[config.mk]
export PLATFORM = sky130hd
export DESIGN_NAME = fifo_wr_arbiter_flat
export DESIGN_NICKNAME = d
export VERILOG_FILES = /design/src/rtl/fifo_wr_arbiter_pkg.sv /design/src/rtl/fifo_wr_arbiter_if.sv /design/src/rtl/fifo_wr_arbiter_rr_pick.sv /design/src/rtl/fifo_wr_arbiter.sv /design/src/flat_wrapper.sv
export SDC_FILE = /design/constraint.sdc
export NUM_CORES = 1
export LEC_CHECK = 0
export CAP_MARGIN = 20
export CORE_MARGIN = 2
export CORE_UTILIZATION = 30
export CTS_CLUSTER_DIAMETER = 100
export DETAILED_ROUTE_END_ITERATION = 10
export PLACE_DENSITY_LB_ADDON = 0.3
export SLEW_MARGIN = 25
export SYNTH_ARGS = -nofsm -noshare
export SYNTH_HDL_FRONTEND = slang
export SYNTH_HIERARCHICAL = 1
export SYNTH_SLANG_ARGS = --single-unit
[constraint.sdc]
create_clock -name clk -period 2.63 [get_ports clk]
set_input_delay 0.526 -clock clk [delete_from_list [all_inputs] [get_ports clk]]
set_output_delay 0.526 -clock clk [all_outputs]
set_load 0.01 [all_outputs]
[src/rtl/fifo_wr_arbiter_pkg.sv]
// fifo_arb_pkg
// Shared types and helpers for the FIFO write-side arbiter and its
// round-robin picker.
//   arb_state_e : arbiter FSM states
//   burst_end_e : reason a burst terminated (for assertions/coverage)
//   clog2_min1  : $clog2 clamped to at least 1 bit
package fifo_arb_pkg;

    typedef enum logic {
        IDLE  = 1'b0,
        GRANT = 1'b1
    } arb_state_e;

    typedef enum logic [1:0] {
        END_NONE = 2'd0,
        END_LAST = 2'd1,
        END_MAX  = 2'd2,
        END_DROP = 2'd3
    } burst_end_e;

    // Width helper that never returns 0, so single-entry fields stay legal
    function automatic int clog2_min1(input int n);
        return (n > 2) ? $clog2(n) : 1;
    endfunction

endpackage

[src/rtl/fifo_wr_arbiter_if.sv]
// fifo_wr_arbiter_if
// Bundles the producer handshake and FIFO write port seen by the arbiter.
//   reqValid/reqData/reqLast : producer side, into the arbiter
//   reqReady                 : per-producer accept, out of the arbiter
//   fifoFull                 : registered FIFO full flag, into the arbiter
//   fifoWrEn/fifoDataIn      : FIFO write port, out of the arbiter
//   grantId/busy             : grant status, out of the arbiter
// master = environment (producers + FIFO), slave = arbiter.
interface fifo_wr_arbiter_if #(
    parameter int NUM_REQ = 4,
    parameter int WIDTH   = 32
);
    localparam int ID_W = fifo_arb_pkg::clog2_min1(NUM_REQ);

    logic [NUM_REQ-1:0]       reqValid;
    logic [NUM_REQ*WIDTH-1:0] reqData;
    logic [NUM_REQ-1:0]       reqLast;
    logic [NUM_REQ-1:0]       reqReady;
    logic                     fifoFull;
    logic                     fifoWrEn;
    logic [WIDTH-1:0]         fifoDataIn;
    logic [ID_W-1:0]          grantId;
    logic                     busy;

    modport master (
        output reqValid, reqData, reqLast, fifoFull,
        input  reqReady, fifoWrEn, fifoDataIn, grantId, busy
    );

    modport slave (
        input  reqValid, reqData, reqLast, fifoFull,
        output reqReady, fifoWrEn, fifoDataIn, grantId, busy
    );

endinterface

[src/rtl/fifo_wr_arbiter_rr_pick.sv]
// rr_pick
// Combinational round-robin picker: returns the first set bit of req at or
// after ptr, wrapping modulo NUM_REQ.
//   req   : request vector
//   ptr   : starting index (0..NUM_REQ-1)
//   found : at least one request bit is set
//   idx   : selected index (0 when nothing is found)
module rr_pick #(
    parameter int NUM_REQ = 4,
    parameter int ID_W    = fifo_arb_pkg::clog2_min1(NUM_REQ)
) (
    input  logic [NUM_REQ-1:0] req,
    input  logic [ID_W-1:0]    ptr,
    output logic               found,
    output logic [ID_W-1:0]    idx
);

    // Scan from the farthest offset down to offset 0 so the candidate
    // closest to ptr is the last one written and therefore wins.
    always_comb begin
        found = 1'b0;
        idx   = '0;
        for (int k = NUM_REQ - 1; k >= 0; k--) begin
            if (req[(int'(ptr) + k) % NUM_REQ]) begin
                found = 1'b1;
                idx   = ID_W'((int'(ptr) + k) % NUM_REQ);
            end
        end
    end

endmodule

[src/rtl/fifo_wr_arbiter.sv]
// fifo_wr_arbiter
// Round-robin write-side arbiter in front of a synchronous FIFO. Grants one
// producer at a time for a burst of at most MAX_BURST words, forwards its
// data to the FIFO write port and back-pressures while the FIFO is full.
//   clk : clock, rising edge
//   rst : asynchronous active-high reset
//   bus : fifo_wr_arbiter_if.slave (producer handshake, FIFO port, status)
module fifo_wr_arbiter
    import fifo_arb_pkg::*;
#(
    parameter int NUM_REQ   = 4,
    parameter int WIDTH     = 32,
    parameter int MAX_BURST = 4
) (
    input logic               clk,
    input logic               rst,
    fifo_wr_arbiter_if.slave  bus
);

    localparam int ID_W  = clog2_min1(NUM_REQ);
    localparam int CNT_W = clog2_min1(MAX_BURST + 1);

    arb_state_e         state_q, state_d;
    logic [ID_W-1:0]    rr_ptr_q, rr_ptr_d;
    logic [ID_W-1:0]    grant_id_q, grant_id_d;
    logic [CNT_W-1:0]   burst_cnt_q, burst_cnt_d;
    burst_end_e         end_reason;

    logic               pick_found;
    logic [ID_W-1:0]    pick_idx;
    logic               g_valid;
    logic               g_last;
    logic               xfer;

    rr_pick #(
        .NUM_REQ (NUM_REQ),
        .ID_W    (ID_W)
    ) u_pick (
        .req   (bus.reqValid),
        .ptr   (rr_ptr_q),
        .found (pick_found),
        .idx   (pick_idx)
    );

    assign g_valid = bus.reqValid[grant_id_q];
    assign g_last  = bus.reqLast[grant_id_q];
    // fifoFull feeds this path combinationally; the FIFO must register it
    assign xfer    = (state_q == GRANT) && g_valid && !bus.fifoFull;

    always_ff @(posedge clk or posedge rst) begin
        if (rst) begin
            state_q     <= IDLE;
            rr_ptr_q    <= '0;
            grant_id_q  <= '0;
            burst_cnt_q <= '0;
        end else begin
            state_q     <= state_d;
            rr_ptr_q    <= rr_ptr_d;
            grant_id_q  <= grant_id_d;
            burst_cnt_q <= burst_cnt_d;
        end
    end

    // A dropped request only ends the burst when not full; while full the
    // grant is held regardless of reqValid.
    always_comb begin
        state_d     = state_q;
        rr_ptr_d    = rr_ptr_q;
        grant_id_d  = grant_id_q;
        burst_cnt_d = burst_cnt_q;
        end_reason  = END_NONE;

        if (state_q == GRANT) begin
            if (xfer && g_last) begin
                end_reason = END_LAST;
            end else if (xfer && (burst_cnt_q == CNT_W'(MAX_BURST - 1))) begin
                end_reason = END_MAX;
            end else if (!g_valid && !bus.fifoFull) begin
                end_reason = END_DROP;
            end
        end

        case (state_q)
            IDLE: begin
                if (pick_found) begin
                    grant_id_d  = pick_idx;
                    burst_cnt_d = '0;
                    state_d     = GRANT;
                end
            end
            GRANT: begin
                if (xfer) begin
                    burst_cnt_d = burst_cnt_q + CNT_W'(1);
                end
                if (end_reason != END_NONE) begin
                    state_d  = IDLE;
                    // Explicit wrap keeps non-power-of-2 NUM_REQ in range
                    rr_ptr_d = (grant_id_q == ID_W'(NUM_REQ - 1)) ? '0 : grant_id_q + ID_W'(1);
                end
            end
            default: state_d = IDLE;
        endcase
    end

    // Data is zeroed whenever no write happens so the FIFO never sees X
    always_comb begin
        bus.busy       = (state_q == GRANT);
        bus.grantId    = grant_id_q;
        bus.fifoWrEn   = xfer;
        bus.reqReady   = '0;
        bus.fifoDataIn = '0;
        if ((state_q == GRANT) && !bus.fifoFull) begin
            bus.reqReady = NUM_REQ'(1) << grant_id_q;
        end
        if (xfer) begin
            bus.fifoDataIn = bus.reqData[int'(grant_id_q) * WIDTH +: WIDTH];
        end
    end

endmodule

[src/flat_wrapper.sv]
// flat-port wrapper written by rule: the top's interface ports become plain ports
module fifo_wr_arbiter_flat import fifo_arb_pkg::*;
#(
    parameter int NUM_REQ   = 4,
    parameter int WIDTH     = 32,
    parameter int MAX_BURST = 4
)
  (clk, rst, bus_reqValid, bus_reqData, bus_reqLast, bus_fifoFull, bus_reqReady, bus_fifoWrEn, bus_fifoDataIn, bus_grantId, bus_busy);
  fifo_wr_arbiter_if #(.NUM_REQ(NUM_REQ), .WIDTH(WIDTH)) bus_i ();
  input logic clk;
  input logic rst;
  input wire logic [$bits(bus_i.reqValid)-1:0] bus_reqValid;
  input wire logic [$bits(bus_i.reqData)-1:0] bus_reqData;
  input wire logic [$bits(bus_i.reqLast)-1:0] bus_reqLast;
  input wire logic [$bits(bus_i.fifoFull)-1:0] bus_fifoFull;
  output wire logic [$bits(bus_i.reqReady)-1:0] bus_reqReady;
  output wire logic [$bits(bus_i.fifoWrEn)-1:0] bus_fifoWrEn;
  output wire logic [$bits(bus_i.fifoDataIn)-1:0] bus_fifoDataIn;
  output wire logic [$bits(bus_i.grantId)-1:0] bus_grantId;
  output wire logic [$bits(bus_i.busy)-1:0] bus_busy;
  assign bus_i.reqValid = bus_reqValid;
  assign bus_i.reqData = bus_reqData;
  assign bus_i.reqLast = bus_reqLast;
  assign bus_i.fifoFull = bus_fifoFull;
  assign bus_reqReady = bus_i.reqReady;
  assign bus_fifoWrEn = bus_i.fifoWrEn;
  assign bus_fifoDataIn = bus_i.fifoDataIn;
  assign bus_grantId = bus_i.grantId;
  assign bus_busy = bus_i.busy;
  fifo_wr_arbiter #(.NUM_REQ(NUM_REQ), .WIDTH(WIDTH), .MAX_BURST(MAX_BURST)) u_core (.clk(clk), .rst(rst), .bus(bus_i));
endmodule
Yosys cells after proc, flatten, opt, wreduce, memory -nomap -nowiden
Index checks and enable logic that the tools add are counted.
- input port bits: 139
- bits in registers: 8
- output and inout bits: 40
- word-level logic and storage cells: 75
- reduce and logical (&&, ||, !) cells: 15
- multiplexer cells: 36
- shifts and indexed selects: 2
- equal/unequal tests: 4
- add/sub/neg operators: 5
- order comparisons: 5
- bitwise gates (word level): 4
- operators by type and width (cell ; number):
    variable part select 128 x 8 -> 32 bit ; 1
    2-to-1 mux 32 bit ; 1
    2-to-1 mux 2 bit ; 9
    2-to-1 mux 1 bit ; 15
    binary-select mux 1 bit (select 2 bit) ; 6
    less-than comparator 3 x 4 -> 1 bit (second input constant) ; 3
    logical AND 1 bit ; 6
    less-than comparator 2 x 3 -> 1 bit (second input constant) ; 2
    2-to-1 mux 3 bit ; 2
    case mux 3 bit (2 select lines) ; 1
    AND reduction 2 bit ; 3
    OR reduction 2 bit ; 3
    adder 2 x 1 -> 2 bit (second input constant) ; 2
    adder 2 bit (second input constant) ; 2
    2-to-1 mux 4 bit ; 1
    left shift 1 x 2 -> 4 bit (first input constant) ; 1
    adder 3 x 1 -> 3 bit (second input constant) ; 1
    AND 1 bit (first input constant) ; 3
    equality test 3 x 2 -> 1 bit (second input constant) ; 1
    equality test 2 bit (second input constant) ; 1
    logical NOT 1 bit ; 2
    inequality test 2 x 1 -> 1 bit (second input constant) ; 1
    inequality test 2 bit (second input constant) ; 1
    case mux 1 bit (2 select lines) ; 1
    2 further kinds ; 2

Longest topological paths before layout
Gate-level depths: netlist of the first run.
- depth after elaboration: 12
- depth in mapped cells: 6
- gate-level depth less buffers: 6

Hierarchy
Netlist of the first run, hierarchy kept.
- by module, submodules not included (module ; sequential area each (sq um) ; times used ; area each (sq um) ; cells an instance):
    fifo_wr_arbiter ; 200.2 ; 1 ; 1525.2 ; 126
    rr_pick ; 0.0 ; 1 ; 77.6 ; 13

Least setup slack after synthesis of the first run
Ideal clock, no wire load.
- kind: reg2out
- start: reg u_core.grant_id_q[0] (netlist: u_core/bus.grantId[0])
- end: out bus_fifoDataIn[10]
- stages on the path, launching flop included: 5
- buffers on the path: 2
- slack: 0.576 ns
- data required time: 2.104 ns
- arrival: 1.528 ns
- cell sequence: dfrtp_1 buf_6 buf_6 mux4_2 and3_1
- longest elaborated chain between the ends: 5
- elaborated cells between the ends (all ways): 6
- those cells by class: shift: 1; mux: 3; reduce/logical: 2
- RTL lines (item ; line ; RTL):
    from (decl) ; fifo_wr_arbiter.sv:25 ; logic [ID_W-1:0] grant_id_q, grant_id_d;
    from (signal assigned) ; fifo_wr_arbiter.sv:59 ; grant_id_q <= grant_id_d;
    parallel branches: the longest is 4 deep, another holds variable part select 128 x 8 -> 32 bit ; n/a ;
    2-to-1 mux 32 bit * ; fifo_wr_arbiter.sv:115 ; if (xfer) begin
    to (decl) ; flat_wrapper.sv:18 ; output wire logic [$bits(bus_i.fifoDataIn)-1:0] bus_fifoDataIn;
Every way passes the cells marked *. The select of a mux whose other input is x is not followed.

Final worst setup path of the first run
- start: in bus_reqValid[3]
- end: out bus_fifoDataIn[1]
- longest elaborated chain between the ends: 5
- RTL lines (item ; line ; RTL):
    from (decl) ; flat_wrapper.sv:12 ; input wire logic [$bits(bus_i.reqValid)-1:0] bus_reqValid;
    binary-select mux 1 bit (select 2 bit) ; fifo_wr_arbiter.sv:45 ; assign g_valid = bus.reqValid[grant_id_q];
    2-to-1 mux 1 bit (implied by the code) ; fifo_wr_arbiter.sv:45 ;
    logical AND 1 bit (2 in series) ; fifo_wr_arbiter.sv:48 ; assign xfer = (state_q == GRANT) && g_valid && !bus.fifoFull;
    2-to-1 mux 32 bit ; fifo_wr_arbiter.sv:115 ;
No other way between the ends. The select of a mux whose other input is x is not followed.

==> impl_metrics.yaml, run 1 <==
timing:
  rsz0062_at_grt: "true"
  max_freq_mhz: 382
  tightest_slew_ns: 0.328
  post-route-min-period_ns: 2.62
  hold_viol_final: 0
  skew_ns: 0.00662
  hold_slack_ns: 0.502
  setup_viol: 0
  fin_crit_sh_pct: 99.5
  tns_ns: 0
  drv_slew: 0
  relSlewSlack_pct: 78.1
yosys:
  avgSynthCellArea_um2: 11.5
  ys_top_cells_by_count: "and3_1, mux4_2, clkbuf_1"
  synth_edf_count: 0
  synth_top_cell_by_area: "mux4_2"
  synth_cell_types: 25
  ys.flop_type: "dfrtp_1"
  synth_top_area_share_pct: 39.3
  yosys_warnings: 6
  synth.most_common_cell: "and3_1"
  netlist_area_mm2: 0.00160
  synth-seq-cells: 8
  synth.area.top_cells: "mux4_2, and3_1, dfrtp_1"
  synthArstFlopShare_pct: 100
  synthCells: 139
  ys_seq_area_share_pct: 12.5
  synth_nets: 284
clocking:
  cts.sinks: 8
  h-tree-depth: 1
  cts_buffers: 3
  hold_buffers: 0
  cts_tree: "done"
  cts_root_buf: "clkbuf_8"
  cts_buffer_depth: 2
  clk_latency_ns: 0.23
  path_clk_slew_ns: 0.04
hold_path:
  holdCritPathClass: "flop to flop"
floorplanning:
  die_w_um: 77.1
  pin_count: 179
  core_area_mm2: 0.00514
  die_h_um: 77.1
  num_rows: 26
  floorplan.die_area_mm2: 0.00594
  start_util_pct: 31.2
layout:
  fin_nets: 464
  layout-drive-gt1-share_pct: 16.0
  area_growth_pct: 120
  utilization_pct: 68.7
  fin_cells: 388
  antenna_cells: 0
detailed_routing:
  vias: 2020
  route.detailed.drc: 0
  wl_um: 7430
  dr.pass1.iters: 6
  vias_per_cell: 5.21
  post_drt_wl_per_cell_um: 19.1
  drtIter0Drc: 68
  ant_nets: 0
outcome:
  status: "completed"
critical_path:
  path_buf_inv: 3
  critPathRequiredTime_ns: 2.10
  critPathKind: "primary input to primary output"
  endpoint_kind: "primary output"
  crit_chain: "clkdlybuf4s50_1 > mux4_2 > buf_8 > and3_1 > dlygate4sd2_1"
  slowest_delay_ns: 0.52
  cp_max_fo: 20
  crit_family: "buffers and inverters"
  cp.arrival_ns: 2.09
  slowest_stage: "mux4_2"
  worstSetupStartpointType: "primary input"
grt:
  grt_pass1_wl_um: 11600
  overflow: 0
  antenna_found_initial: 0
  grt_pass1_vias: 2049
  grt_max_degree: 40
  track_usage_pct: 24.8
place:
  dpl.hpwl_um: 6040
  port_buffers: 178
  gp_congestion: 0.870
  dpl.cell_count: 384
power:
  power.internal_w: 0.00141
  comb_power_share_pct: 82.7
  sw_frac_of_total_pct: 38.4
  clockPowerShare_pct: 6.9
  power_density_mw_per_mm2: 649
  p_seq_share_pct: 10.3
  peakVddDrop_mv: 0.773
  p_leak_nw: 1.60
  p_sw_w: 0.000880
flow_run:
  max_cap_viol_count: 0
-- layout by cell type (no fill, tap or decap), drive strengths merged --
master,netlist,final
nand2b,3,3
nand2,4,4
mux2,4,4
inv,5,5
nor3b,1,1
a22o,1,1
mux2i,3,3
clkdlybuf4s50,0,145
nor2,8,8
a21oi,1,1
clkbuf,9,4
nor2b,2,2
buf,6,12
dlygate4sd2,0,33
a21boi,1,1
and2,4,4
o21ai,2,2
a211oi,2,2
dfrtp,8,8
mux4,33,33
and3,32,32
nand3,4,4
ha,6,6
-- layer usage --
layer | part of all wire, % | GRT usage (%) | vias up
met5 | 0 | 0 | -
met4 | 1.9 | 6.61 | 0
met3 | 8.6 | 6.00 | 14
met2 | 52 | 44.3 | 118
met1 | 37 | 29.8 | 969
li1 | - | - | 919
-- per-stage QoR --
step                setup WS (ns)  power [W]  cell area, um2
finish                     0.0144    0.00229            3530
CTS                        0.0229    0.00230            3530
detailed placement         -0.199    0.00222            3520
global route              -0.0421    0.00245            3530
global placement           -0.183    0.00217            3520
floorplan                   0.576    0.00143            1600
-- power groups by stage --
| stage | clock [W] | combinational (W) | sequential, W |
|---|---|---|---|
| CTS | 0.000163 | 0.00190 | 0.000237 |
| finish | 0.000159 | 0.00190 | 0.000237 |
| floorplan | 0 | 0.00120 | 0.000235 |
| detailed placement | 0 | 0.00198 | 0.000238 |
| global route | 0.000169 | 0.00203 | 0.000246 |
| global placement | 0 | 0.00194 | 0.000234 |
-- cells by family (layout without fill, tap and decap cells) --
logic type | Yosys count | after routing | synth area share (%)
multiplexers | 40 | 40 | 52.2
buffers and inverters | 20 | 199 | 6.63
AND/OR/NAND/NOR | 58 | 58 | 20.5
AO/OA/AOI/OAI | 7 | 7 | 3.43
flip-flops | 8 | 8 | 12.5
adder cells (fa/ha/maj) | 6 | 6 | 4.68
-- worst min-delay path: cells and delay by family, from the launching register on --
kind | cells | cell delay (ns)
flip-flops | 1 | 0.34
AND/OR/NAND/NOR | 2 | 0.13
-- state kept, by name, summed over array words and instances, names as in the netlist --
signal	count
u_core/burst_cnt_q	3
u_core/rr_ptr_q	2
u_core/bus.grantId	2
u_core/bus.busy	1
-- area by class of cell --
type | count | area (um2)
timing repair buffer | 190 | 1880
fill | 421 | 1610
multi-input combinational | 111 | 1300
sequential | 8 | 201
tap | 70 | 87.6
clock buffer | 4 | 45.0
inverter | 5 | 18.8
-- timing repair --
action / in CTS / in global routing
buffers inserted: 0 / 0
resized for setup: 35 / 1
setup endpoints to repair: 33 / 30
-- worst paths after layout --
| check | slack, ns | cells after the start | start | endpoint |
|---|---|---|---|---|
| min reg2reg | 0.50 | 2 | u_core/burst_cnt_q[1]$_DFFE_PP0P_ | u_core/burst_cnt_q[1]$_DFFE_PP0P_ |
| max reg2reg | 0.63 | 5 | u_core/bus.grantId[0]$_DFFE_PP0P_ | u_core/rr_ptr_q[0]$_DFFE_PP0P_ |
| max | 0.01 | 5 | bus_reqValid[3] | bus_fifoDataIn[1] |
| max in group asynchronous | 1.82 | 2 | rst | u_core/bus.grantId[0]$_DFFE_PP0P_ |
| min in group asynchronous | 0.55 | 2 | rst | u_core/bus.grantId[1]$_DFFE_PP0P_ |
| min | 0.50 | 2 | u_core/burst_cnt_q[1]$_DFFE_PP0P_ | u_core/burst_cnt_q[1]$_DFFE_PP0P_ |
Power figures use the tool's default switching activity.
==> run 2, diff against run 1 <==
--- a/config.mk
+++ b/config.mk
@@ -6,8 +6,10 @@
 export NUM_CORES = 1
 export LEC_CHECK = 0
 export CAP_MARGIN = 20
+export CELL_PAD_IN_SITES_DETAIL_PLACEMENT = 0
+export CELL_PAD_IN_SITES_GLOBAL_PLACEMENT = 2
 export CORE_MARGIN = 2
-export CORE_UTILIZATION = 30
+export CORE_UTILIZATION = 15
 export CTS_CLUSTER_DIAMETER = 100
 export DETAILED_ROUTE_END_ITERATION = 10
 export PLACE_DENSITY_LB_ADDON = 0.3
==> impl_metrics.yaml, run 2 (synthesis gave the netlist of run 1 again) <==
outcome:
  status: "completed"
critical_path:
  slowest_delay_ns: 0.55
  critPathKind: "primary input to primary output"
  endpoint_kind: "primary output"
  r2r_start: "u_core/bus.grantId[0]$_DFFE_PP0P_"
  r2r-end: "u_core/rr_ptr_q[0]$_DFFE_PP0P_"
  cp.arrival_ns: 2.01
  crit_chain: "clkdlybuf4s50_1 > nor2b_2 > buf_12 > and2_1 > clkdlybuf4s50_1"
  critPathRequiredTime_ns: 2.10
  slowest_stage: "clkdlybuf4s50_1"
  path_buf_inv: 3
  worstSetupStartpointType: "primary input"
  crit_family: "buffers and inverters"
  r2r_slack_ns: 0.50
  cp_max_fo: 39
  reg2reg_depth: 6
  cp_common_cell: "clkdlybuf4s50_1"
timing:
  max_freq_mhz: 395
  skew_ns: 0.00824
  hold_slack_ns: 0.503
  post-route-min-period_ns: 2.53
  tns_ns: 0
  drv_slew: 0
  tightest_slew_ns: 0.337
  setup_viol: 0
  rsz0062_at_grt: "false"
  fin_crit_sh_pct: 96.3
  hold_viol_final: 0
  worst_slack_ns: 0.0972
  relSlewSlack_pct: 77.5
hold_path:
  hp-start: "u_core/burst_cnt_q[1]$_DFFE_PP0P_"
  min_to: "u_core/burst_cnt_q[1]$_DFFE_PP0P_"
  hold_depth: 2
  holdCritPathClass: "flop to flop"
floorplanning:
  core_area_mm2: 0.0104
  die_h_um: 107
  floorplan.die_area_mm2: 0.0115
  num_rows: 37
  die_w_um: 107
  start_util_pct: 15.5
  pin_count: 179
clocking:
  cts_buffers: 3
  cts_tree: "done"
  path_clk_slew_ns: 0.05
  cts_buffer_depth: 2
  cts.sinks: 8
  h-tree-depth: 1
  cts_root_buf: "clkbuf_8"
  clk_latency_ns: 0.23
detailed_routing:
  route.detailed.drc: 0
  vias_per_cell: 4.20
  ant_nets: 0
  post_drt_wl_per_cell_um: 17.4
  wl_um: 8120
  dr.pass1.iters: 4
  drtIter0Drc: 66
  vias: 1959
grt:
  grt_pass1_vias: 2103
  grt_max_degree: 40
  grt_pass1_wl_um: 12100
  overflow: 0
  track_usage_pct: 13.5
  antenna_found_initial: 1
power:
  power_w: 0.00263
  p_leak_nw: 1.68
  power_density_mw_per_mm2: 698
  peakVddDrop_mv: 0.530
layout:
  largest_reg_flops: 3
  fin_nets: 476
  top_register: "u_core/burst_cnt_q"
  area_growth_pct: 135
  final_common_cell: "clkdlybuf4s50_1"
  antenna_cells: 0
  register_area_um2: 201
  multi_input_area_mm2: 0.00130
  finish.instance_area_mm2: 0.00377
  final_cell_mix: "clkdlybuf4s50_1, dlygate4sd2_1, and3_1"
  fill_cells: 1060
  layout-drive-gt1-share_pct: 19.7
place:
  post_dp_cell_area_mm2: 0.00365
  dpl.hpwl_um: 5930
  gp_congestion: 0.689
  dp_slack_ns: -0.235
  port_buffers: 178
flow_run:
  max_cap_viol_count: 0
## run 2: cell count changes in the layout (fill, tap and decap cells not counted)
cell             before  now
buf_4                 7   13
buf_12                3    7
clkdlybuf4s50_1     145  141
buf_6                 1    4
clkdlybuf4s15_1       0    2
buf_16                0    1
buf_2                 0    1
buf_8                 1    0
## run 2: how the worst max path moves through the flow
stage | from | endpoint | slack, ns | depth (start not counted)
2_1_floorplan | u_core/bus.grantId[0]$_DFFE_PP0P_ | bus_fifoDataIn[10] | 0.58 | 4
3_3_place_gp | bus_reqValid[0] | bus_fifoDataIn[0] | -0.23 | 5
3_5_place_dp | bus_reqValid[0] | bus_fifoDataIn[0] | -0.24 | 5
4_1_cts | bus_reqValid[0] | bus_fifoDataIn[27] | 0.0002 | 6
5_1_grt | u_core/bus.grantId[0]$_DFFE_PP0P_ | bus_fifoDataIn[7] | 0.02 | 6
6_report | bus_fifoFull | bus_reqReady[0] | 0.1 | 5
## run 2: timing repair
| item | in CTS | in global routing |
|---|---|---|
| setup buffers | 7 | 1 |
| gates resized for setup | 52 | 1 |
| gates cloned | 2 | 0 |
| endpoints found under the setup margin | 33 | 17 |
| hold buffers | 0 | 0 |
## run 2: power breakdown
| group | total (W) | switching, W | internal, W |
|---|---|---|---|
| logic | 0.00224 | 0.000885 | 0.00136 |
| registers | 0.000231 | 0.0000524 | 0.000178 |
| clock network | 0.000156 | 0.0000512 | 0.000105 |
| total | 0.00263 | 0.000988 | 0.00164 |
## run 2: area by class of cell
class | instances | area share [%]
multi-input cells | 111 | 34.5
inverters | 5 | 0.498
flip-flops and latches | 8 | 5.34
clock buffers | 4 | 1.19
well taps | 136 | 4.51
repair buffers | 202 | 54.0
## run 2: through the flow
step / util, % / cells
finish: 36.4 / 466
detailed placement: 35.2 / 453
global route: 36.4 / 466
CTS: 36.5 / 466
global placement: 35.2 / 453
floorplan: - / 139
## run 2: worst register-to-register path, delay by kind of cell (launching register included)
family                 cells  cell delay, ns
buffers and inverters      3            0.43
flip-flops                 1            0.37
AO/OA/AOI/OAI              1            0.22
multiplexers               2            0.98
## run 2: routing by layer
| layer | track usage, % | routed length, um |
|---|---|---|
| met1 | 15.7 | 3160 |
| met3 | 2.72 | 705 |
| met4 | 1.65 | 11 |
| met2 | 26.0 | 4240 |
| met5 | 0 | 0 |
